$ cat src/rtl/uart_rx.sv
// rtl/uart_rx.sv - 16x oversampled 8N1 UART receiver with a one-byte holding register
// A 2/3-FF synchroniser feeds a mid-bit sampler; glitch, framing and overrun checks included.
module uart_rx #(
    parameter int OVERSAMPLE_DIV = 326,
    parameter int SYNC_STAGES    = 2
) (
    input  logic       clk,
    input  logic       rst,
    input  logic       rx,
    output logic [7:0] rx_data,
    output logic       rx_valid,
    input  logic       rx_ready,
    output logic       frame_err,
    output logic       overrun
);

    localparam int TW = (OVERSAMPLE_DIV > 1) ? $clog2(OVERSAMPLE_DIV) : 1;
    localparam logic [TW-1:0] TICK_MAX = TW'(OVERSAMPLE_DIV - 1);

    typedef enum logic [2:0] {
        ST_IDLE,
        ST_START,
        ST_DATA,
        ST_STOP,
        ST_BREAK
    } state_t;

    state_t state;
    state_t state_nxt;

    logic [SYNC_STAGES-1:0] sync_q;
    logic                   rx_s;
    logic [TW-1:0]          tcnt;
    logic                   tick;
    logic [3:0]             s_cnt;
    logic [2:0]             bit_idx;
    logic [7:0]             shreg;

    logic start_edge;
    logic mid_start;
    logic bit_end;
    logic shift_en;
    logic deliver;
    logic ferr_set;

    // Flops reset to the idle line level so reset never fakes a start bit.
    always_ff @(posedge clk) begin
        if (rst) begin
            sync_q <= '1;
        end else begin
            sync_q <= {sync_q[SYNC_STAGES-2:0], rx};
        end
    end

    assign rx_s = sync_q[SYNC_STAGES-1];
    assign tick = (tcnt == TICK_MAX);

    // Restarting the divider at the start edge puts every later sample mid-bit.
    always_ff @(posedge clk) begin
        if (rst || start_edge || tick) begin
            tcnt <= '0;
        end else begin
            tcnt <= tcnt + TW'(1);
        end
    end

    always_ff @(posedge clk) begin
        if (rst) begin
            state <= ST_IDLE;
        end else begin
            state <= state_nxt;
        end
    end

    always_comb begin
        state_nxt = state;
        case (state)
            ST_IDLE: begin
                if (!rx_s) begin
                    state_nxt = ST_START;
                end
            end
            ST_START: begin
                if (mid_start) begin
                    state_nxt = rx_s ? ST_IDLE : ST_DATA;
                end
            end
            ST_DATA: begin
                if (shift_en && (bit_idx == 3'd7)) begin
                    state_nxt = ST_STOP;
                end
            end
            ST_STOP: begin
                if (bit_end) begin
                    state_nxt = rx_s ? ST_IDLE : ST_BREAK;
                end
            end
            ST_BREAK: begin
                if (rx_s) begin
                    state_nxt = ST_IDLE;
                end
            end
            default: state_nxt = ST_IDLE;
        endcase
    end

    always_comb begin
        start_edge = 1'b0;
        mid_start  = 1'b0;
        bit_end    = 1'b0;
        shift_en   = 1'b0;
        deliver    = 1'b0;
        ferr_set   = 1'b0;
        case (state)
            ST_IDLE:  start_edge = !rx_s;
            ST_START: mid_start  = tick && (s_cnt == 4'd7);
            ST_DATA: begin
                bit_end  = tick && (s_cnt == 4'd15);
                shift_en = bit_end;
            end
            ST_STOP: begin
                bit_end  = tick && (s_cnt == 4'd15);
                deliver  = bit_end && rx_s;
                ferr_set = bit_end && !rx_s;
            end
            default: ;
        endcase
    end

    always_ff @(posedge clk) begin
        if (rst) begin
            s_cnt <= 4'd0;
        end else begin
            case (state)
                ST_START: begin
                    if (mid_start) begin
                        s_cnt <= 4'd0;
                    end else if (tick) begin
                        s_cnt <= s_cnt + 4'd1;
                    end
                end
                ST_DATA, ST_STOP: begin
                    if (bit_end) begin
                        s_cnt <= 4'd0;
                    end else if (tick) begin
                        s_cnt <= s_cnt + 4'd1;
                    end
                end
                default: s_cnt <= 4'd0;
            endcase
        end
    end

    always_ff @(posedge clk) begin
        if (rst) begin
            bit_idx <= 3'd0;
            shreg   <= 8'h00;
        end else begin
            if (mid_start) begin
                bit_idx <= 3'd0;
            end else if (shift_en) begin
                bit_idx <= bit_idx + 3'd1;
            end
            if (shift_en) begin
                shreg <= {rx_s, shreg[7:1]};
            end
        end
    end

    // A delivery that coincides with a consume replaces the byte without loss.
    always_ff @(posedge clk) begin
        if (rst) begin
            rx_data   <= 8'h00;
            rx_valid  <= 1'b0;
            frame_err <= 1'b0;
            overrun   <= 1'b0;
        end else begin
            frame_err <= ferr_set;
            overrun   <= deliver && rx_valid && !rx_ready;
            if (deliver) begin
                if (!rx_valid || rx_ready) begin
                    rx_data  <= shreg;
                    rx_valid <= 1'b1;
                end
            end else if (rx_valid && rx_ready) begin
                rx_valid <= 1'b0;
            end
        end
    end

endmodule

$ cat config.mk
export PLATFORM = sky130hd
export DESIGN_NAME = uart_rx
export DESIGN_NICKNAME = d
export VERILOG_FILES = /design/src/rtl/uart_rx.sv
export SDC_FILE = /design/constraint.sdc
export NUM_CORES = 1
export LEC_CHECK = 0
export BUFFER_PORTS_ARGS = -buffer_cell sky130_fd_sc_hd__buf_4
export CAP_MARGIN = 25
export CORE_MARGIN = 4
export CORE_UTILIZATION = 51
export DETAILED_ROUTE_END_ITERATION = 16
export PLACE_DENSITY = 0.7
export SLEW_MARGIN = 20
export SYNTH_ARGS = -nofsm -noshare
export SYNTH_HDL_FRONTEND = slang
export SYNTH_SLANG_ARGS = --single-unit
$ cat constraint.sdc
create_clock -name clk -period 3.4 [get_ports clk]
set_input_delay 0.68 -clock clk [delete_from_list [all_inputs] [get_ports clk]]
set_output_delay 0.68 -clock clk [all_outputs]
set_load 0.03 [all_outputs]
* Yosys cells after proc, flatten, opt, wreduce, memory -nomap -nowiden *
Index checks and enable logic that the tools add are counted.

word-level totals
  register bits after elaboration = 40
  input bits = 4
  output and inout bits = 11
  logic and storage cells = 70

cells by class
  $add $sub $neg = 3
  equal/unequal tests = 14
  mux-type cells = 20
  bitwise operators = 1
  reductions and logical operators = 22

operators with widths
  cell                                                                      count
  3-bit 2-to-1 mux                                                          6
  3-bit case mux with 5 select lines                                        1
  4-bit 2-to-1 mux                                                          3
  2-bit inequality test (second input constant)                             5
  9-bit by 1-bit adder with 9-bit output (second input constant)            1
  9-bit equality test (second input constant)                               1
  1-bit logical AND                                                         8
  1-bit 2-to-1 mux                                                          8
  4-bit case mux with 2 select lines                                        1
  3-bit by 2-bit equality test with 1-bit output (second input constant)    2
  3-bit equality test (second input constant)                               2
  2-bit OR reduction                                                        3
  5-bit AND reduction                                                       1
  4-bit by 1-bit adder with 4-bit output (second input constant)            1
  4-bit by 3-bit equality test with 1-bit output (second input constant)    1
  4-bit equality test (second input constant)                               1
  2-bit AND reduction                                                       2
  3-bit by 1-bit adder with 3-bit output (second input constant)            1
  3-bit by 1-bit equality test with 1-bit output (second input constant)    1
  1-bit logical NOT                                                         3
  3-bit logical NOT                                                         1
  1-bit logical OR                                                          3
  2-bit 2-to-1 mux                                                          1
  2-bit by 1-bit inequality test with 1-bit output (second input constant)  1
  other kinds (2)                                                           2

* Logic depth before layout (Yosys ltp) *
  depth after elaboration = 6
  depth in mapped cells = 9
  gate-level depth less buffers = 7

* Worst setup path after synthesis *
OpenSTA, ideal clock, no wires.

  path kind = register to register
  start point = reg tcnt[1]
  end point = reg tcnt[5]
  setup time = 66 ps
  arrival = 1610 ps
  required time = 3334 ps
  slack = 1725 ps
  stages on the path, launching flop included = 9
  buffers on the path = 2
  clock period less this slack = 1675 ps
  cell sequence = dfxtp_1 inv_1 ha_1 and4b_1 and2_1 buf_6 or3_1 clkbuf_1 nor2b_1

between the ends
  longest elaborated chain between the ends = 2
  elaborated cells between the ends (all ways) = 3
  those cells by class = add/sub: 1; eq/ne: 1; reduce/logical: 1

ends and longest elaborated chain
  what                                                                            RTL line  RTL
  from (decl)                                                                     33        logic [TW-1:0] tcnt;
  from (signal assigned)                                                          63        tcnt <= tcnt + TW'(1);
  branches (longest 2 deep; another with 9-bit by 1-bit adder with 9-bit output)  --

Several ways; the timed one is not identified.
A chain may end at the register's enable or synchronous reset.

* Final worst setup path *
  start point = reg tcnt[0]
  end point = reg shreg[4]

between the ends
  longest elaborated chain between the ends = 3

ends and longest elaborated chain
  what                  RTL line  RTL
  9-bit equality test   56        assign tick = (tcnt == TICK_MAX);
  1-bit logical AND     118       bit_end = tick && (s_cnt == 4'd15);
  1-bit 2-to-1 mux      114       case (state)
  to (signal assigned)  165       shreg <= {rx_s, shreg[7:1]};
  to (decl)             37        logic [7:0] shreg;

No other way between the ends.

==> flow_summary.toml <==
[global_route]
grtUsageTotal = 0.145
first_global_vias = 1140
overflow = 0
grt_pass1_wl_mm = 4.98
antenna_found_initial = 0
grt_max_degree = 28

[timing]
worst_slew_pin_slew_ps = 701
final.setup.tns_ps = 0
relSlewSlack = 0.531
post-route-period-util = 0.650
setup_viol = 0
period_needed_ps = 2210
grt_setup_unrepaired = "no"
skew_ps = 12.3
finalHoldViolCount = 0
max_clock_freq_ghz = 0.452
drv_slew = 0

[synthesis]
synth_edf_count = 0
yosys_register_bits = 40
synth_nets = 189
ys_top_cells_by_area = "dfxtp_1 (47%), mux2i_1 (11%), nor2_1 (7.3%)"
synth.distinct_cells = 37
synth_ff_type = "dfxtp_1"
synth.yosys.warnings = 0
yosysTopAreaCell = "dfxtp_1"
syn-cell-area_sq_um = 1690
synthCells = 180
avgSynthCellArea_sq_um = 9.39
ys_top_cells_by_count = "dfxtp_1 (40), nor2_1 (33), mux2i_1 (18)"
synthArstFlopShare = 0
synth_top_area_frac = 0.474
yosys.cell_count.top_type = "dfxtp_1"
seq_area_frac_synth = 0.474

[clocking]
clk_latency_ps = 340
cts.sinks = 40
cts_resized = 0
hold_buffers = 0
cts_max_path_buffers = 2
numCtsBuffers = 5
htree_levels = 2
post_cts.repair.setup_buffers = 0
cts_root_buffer = "clkbuf_4"
clk_transition_reported_paths_ps = 120
tritoncts = "built"

[floorplanning]
coreArea_sq_um = 3100
die_h_microns = 65.6
rows = 20
initial_core_util = 0.545
boundaryPins = 15
dieWidth_microns = 65.6
die-area_sq_um = 4300

[setup_path]
critPathLaunchType = "register"
worstPathArrival_ps = 2440
reg2reg_from = "tcnt[0]"
path_max_fanout = 11
crit_chain = "ha_1, and4b_1, and2_1, nand3_1, mux2i_1, nor2_1"
crit_required_ps = 3630
critPathSlowestCell = "nand3_1"
path_delay_family = "simple AND/OR/NAND/NOR gates"
path_buf_inv = 0
crit_path_end_kind = "register"
cpPeakStageDelay_ps = 580
worstRegToRegCells = 6
critPathLaunch = "tcnt[0]"
reg2reg_to = "shreg[4]"
worstSetupPathType = "reg2reg"
timing.reg2reg.setup_slack_ps = 1190
critPathCapture = "shreg[4]"
cp_num_cells = 6

[status]
status = "completed"

[layout]
stdcell_count = 236
antenna_cells = 0
drive_above_1_share = 0.146
nets = 200
area_growth_pct = 11.7
post-route-util = 0.608

[pwr]
powerDensity_nw_per_um2 = 440
switching_share = 0.207
intPower_mw = 0.659
comb_power_share = 0.026
p_sw_mw = 0.172
power_frac_seq = 0.578
leakagePower_nw = 0.876
clkPwrFrac = 0.397
power_mw = 0.831
ir_drop_v = 0.000325

[routing]
drc_errors = 0
ant_nets = 0
drtIter0Drc = 96
wirelength_mm = 2.93
vias_per_cell = 5.28
vias = 1247
drtPass1Iterations = 4
wl_per_cell_microns = 12.4

[placed_design]
io_buffer_count = 14
dp_hpwl_mm = 2.11
gp_congestion = 0.856
dpl.cell_count = 228

[flow_run]
cap_violations = 0

[worst_hold_path]
hold_path.class = "reg2reg"
[registers in the layout, indices dropped and copies added, names as in the netlist]
name / flops
frame_err: 1
overrun: 1
bit_idx: 3
rx_valid: 1
tcnt: 9
sync_q: 2
s_cnt: 4
rx_data: 8
state: 3
shreg: 8
[kinds of logic (layout without fill, tap and decap cells)]
kind of cell / Yosys count / in the layout / share of synthesized area
adders and majority gates: 5 / 5 / 0.0370
xor gates and xnor gates: 9 / 9 / 0.0466
and+or+nand+nor: 75 / 75 / 0.227
AOI/OAI and AO/OA: 19 / 19 / 0.0688
buffers and inverters: 14 / 26 / 0.0400
muxes: 18 / 18 / 0.107
DFF: 40 / 40 / 0.474
[power groups by stage]
stage                     Clock (mW)  Sequential (mW)  Combinational (mW)
after floorplan                    0            0.487              0.0177
after CTS                      0.334            0.480              0.0218
after global routing           0.358            0.481              0.0241
final                          0.329            0.480              0.0215
after detailed placement           0            0.490              0.0217
after global placement             0            0.490              0.0207
[routing by layer]
metal  vias up  GRT usage  wire length [microns]
li1        641          -                      -
met1       573      0.186                   1400
met2        28      0.235                   1370
met3         5     0.0410                    133
met4         0     0.0440                     27
met5         -          0                      0
[how the worst min path moves through the flow]
stage,to,cells past startpoint,from
floorplan,sync_q[1],1,sync_q[0]
CTS,sync_q[1],1,sync_q[0]
finish,sync_q[1],1,sync_q[0]
global placement,sync_q[1],1,sync_q[0]
detailed placement,sync_q[1],1,sync_q[0]
global route,sync_q[1],1,sync_q[0]
[layout make-up]
| class | instances | area [sq um] |
|---|---|---|
| clock buffers | 6 | 51.3 |
| clock inverters | 2 | 38.8 |
| fillers | 268 | 1210 |
| inverters | 4 | 15.0 |
| multi-input cells | 126 | 822 |
| flip-flops and latches | 40 | 801 |
| well taps | 44 | 55.1 |
| repair buffers | 14 | 105 |
[placed cells by master (no fill, tap or decap), types with 3 or more instances in the layout]
cell,count
mux2i_1,18
nor2_1,33
nor2b_1,3
clkbuf_4,5
nand3_1,6
nand2_1,8
and3_1,3
nor3_1,3
inv_1,4
or4_1,3
xnor2_1,4
a21oi_1,7
or3_1,4
buf_4,14
dfxtp_1,40
o21ai_0,5
ha_1,5
xor2_1,5
[per-stage QoR]
stage / hold WS, ps / instance area, sq um / setup WS, ps
final: 420 / 1890 / 1190
after global routing: 469 / 1890 / 1010
after CTS: 422 / 1890 / 1200
after detailed placement: 394 / 1800 / 1220
after global placement: 399 / 1800 / 1350
after floorplan: 389 / 1690 / 1720
Power figures use the tool's default switching activity.
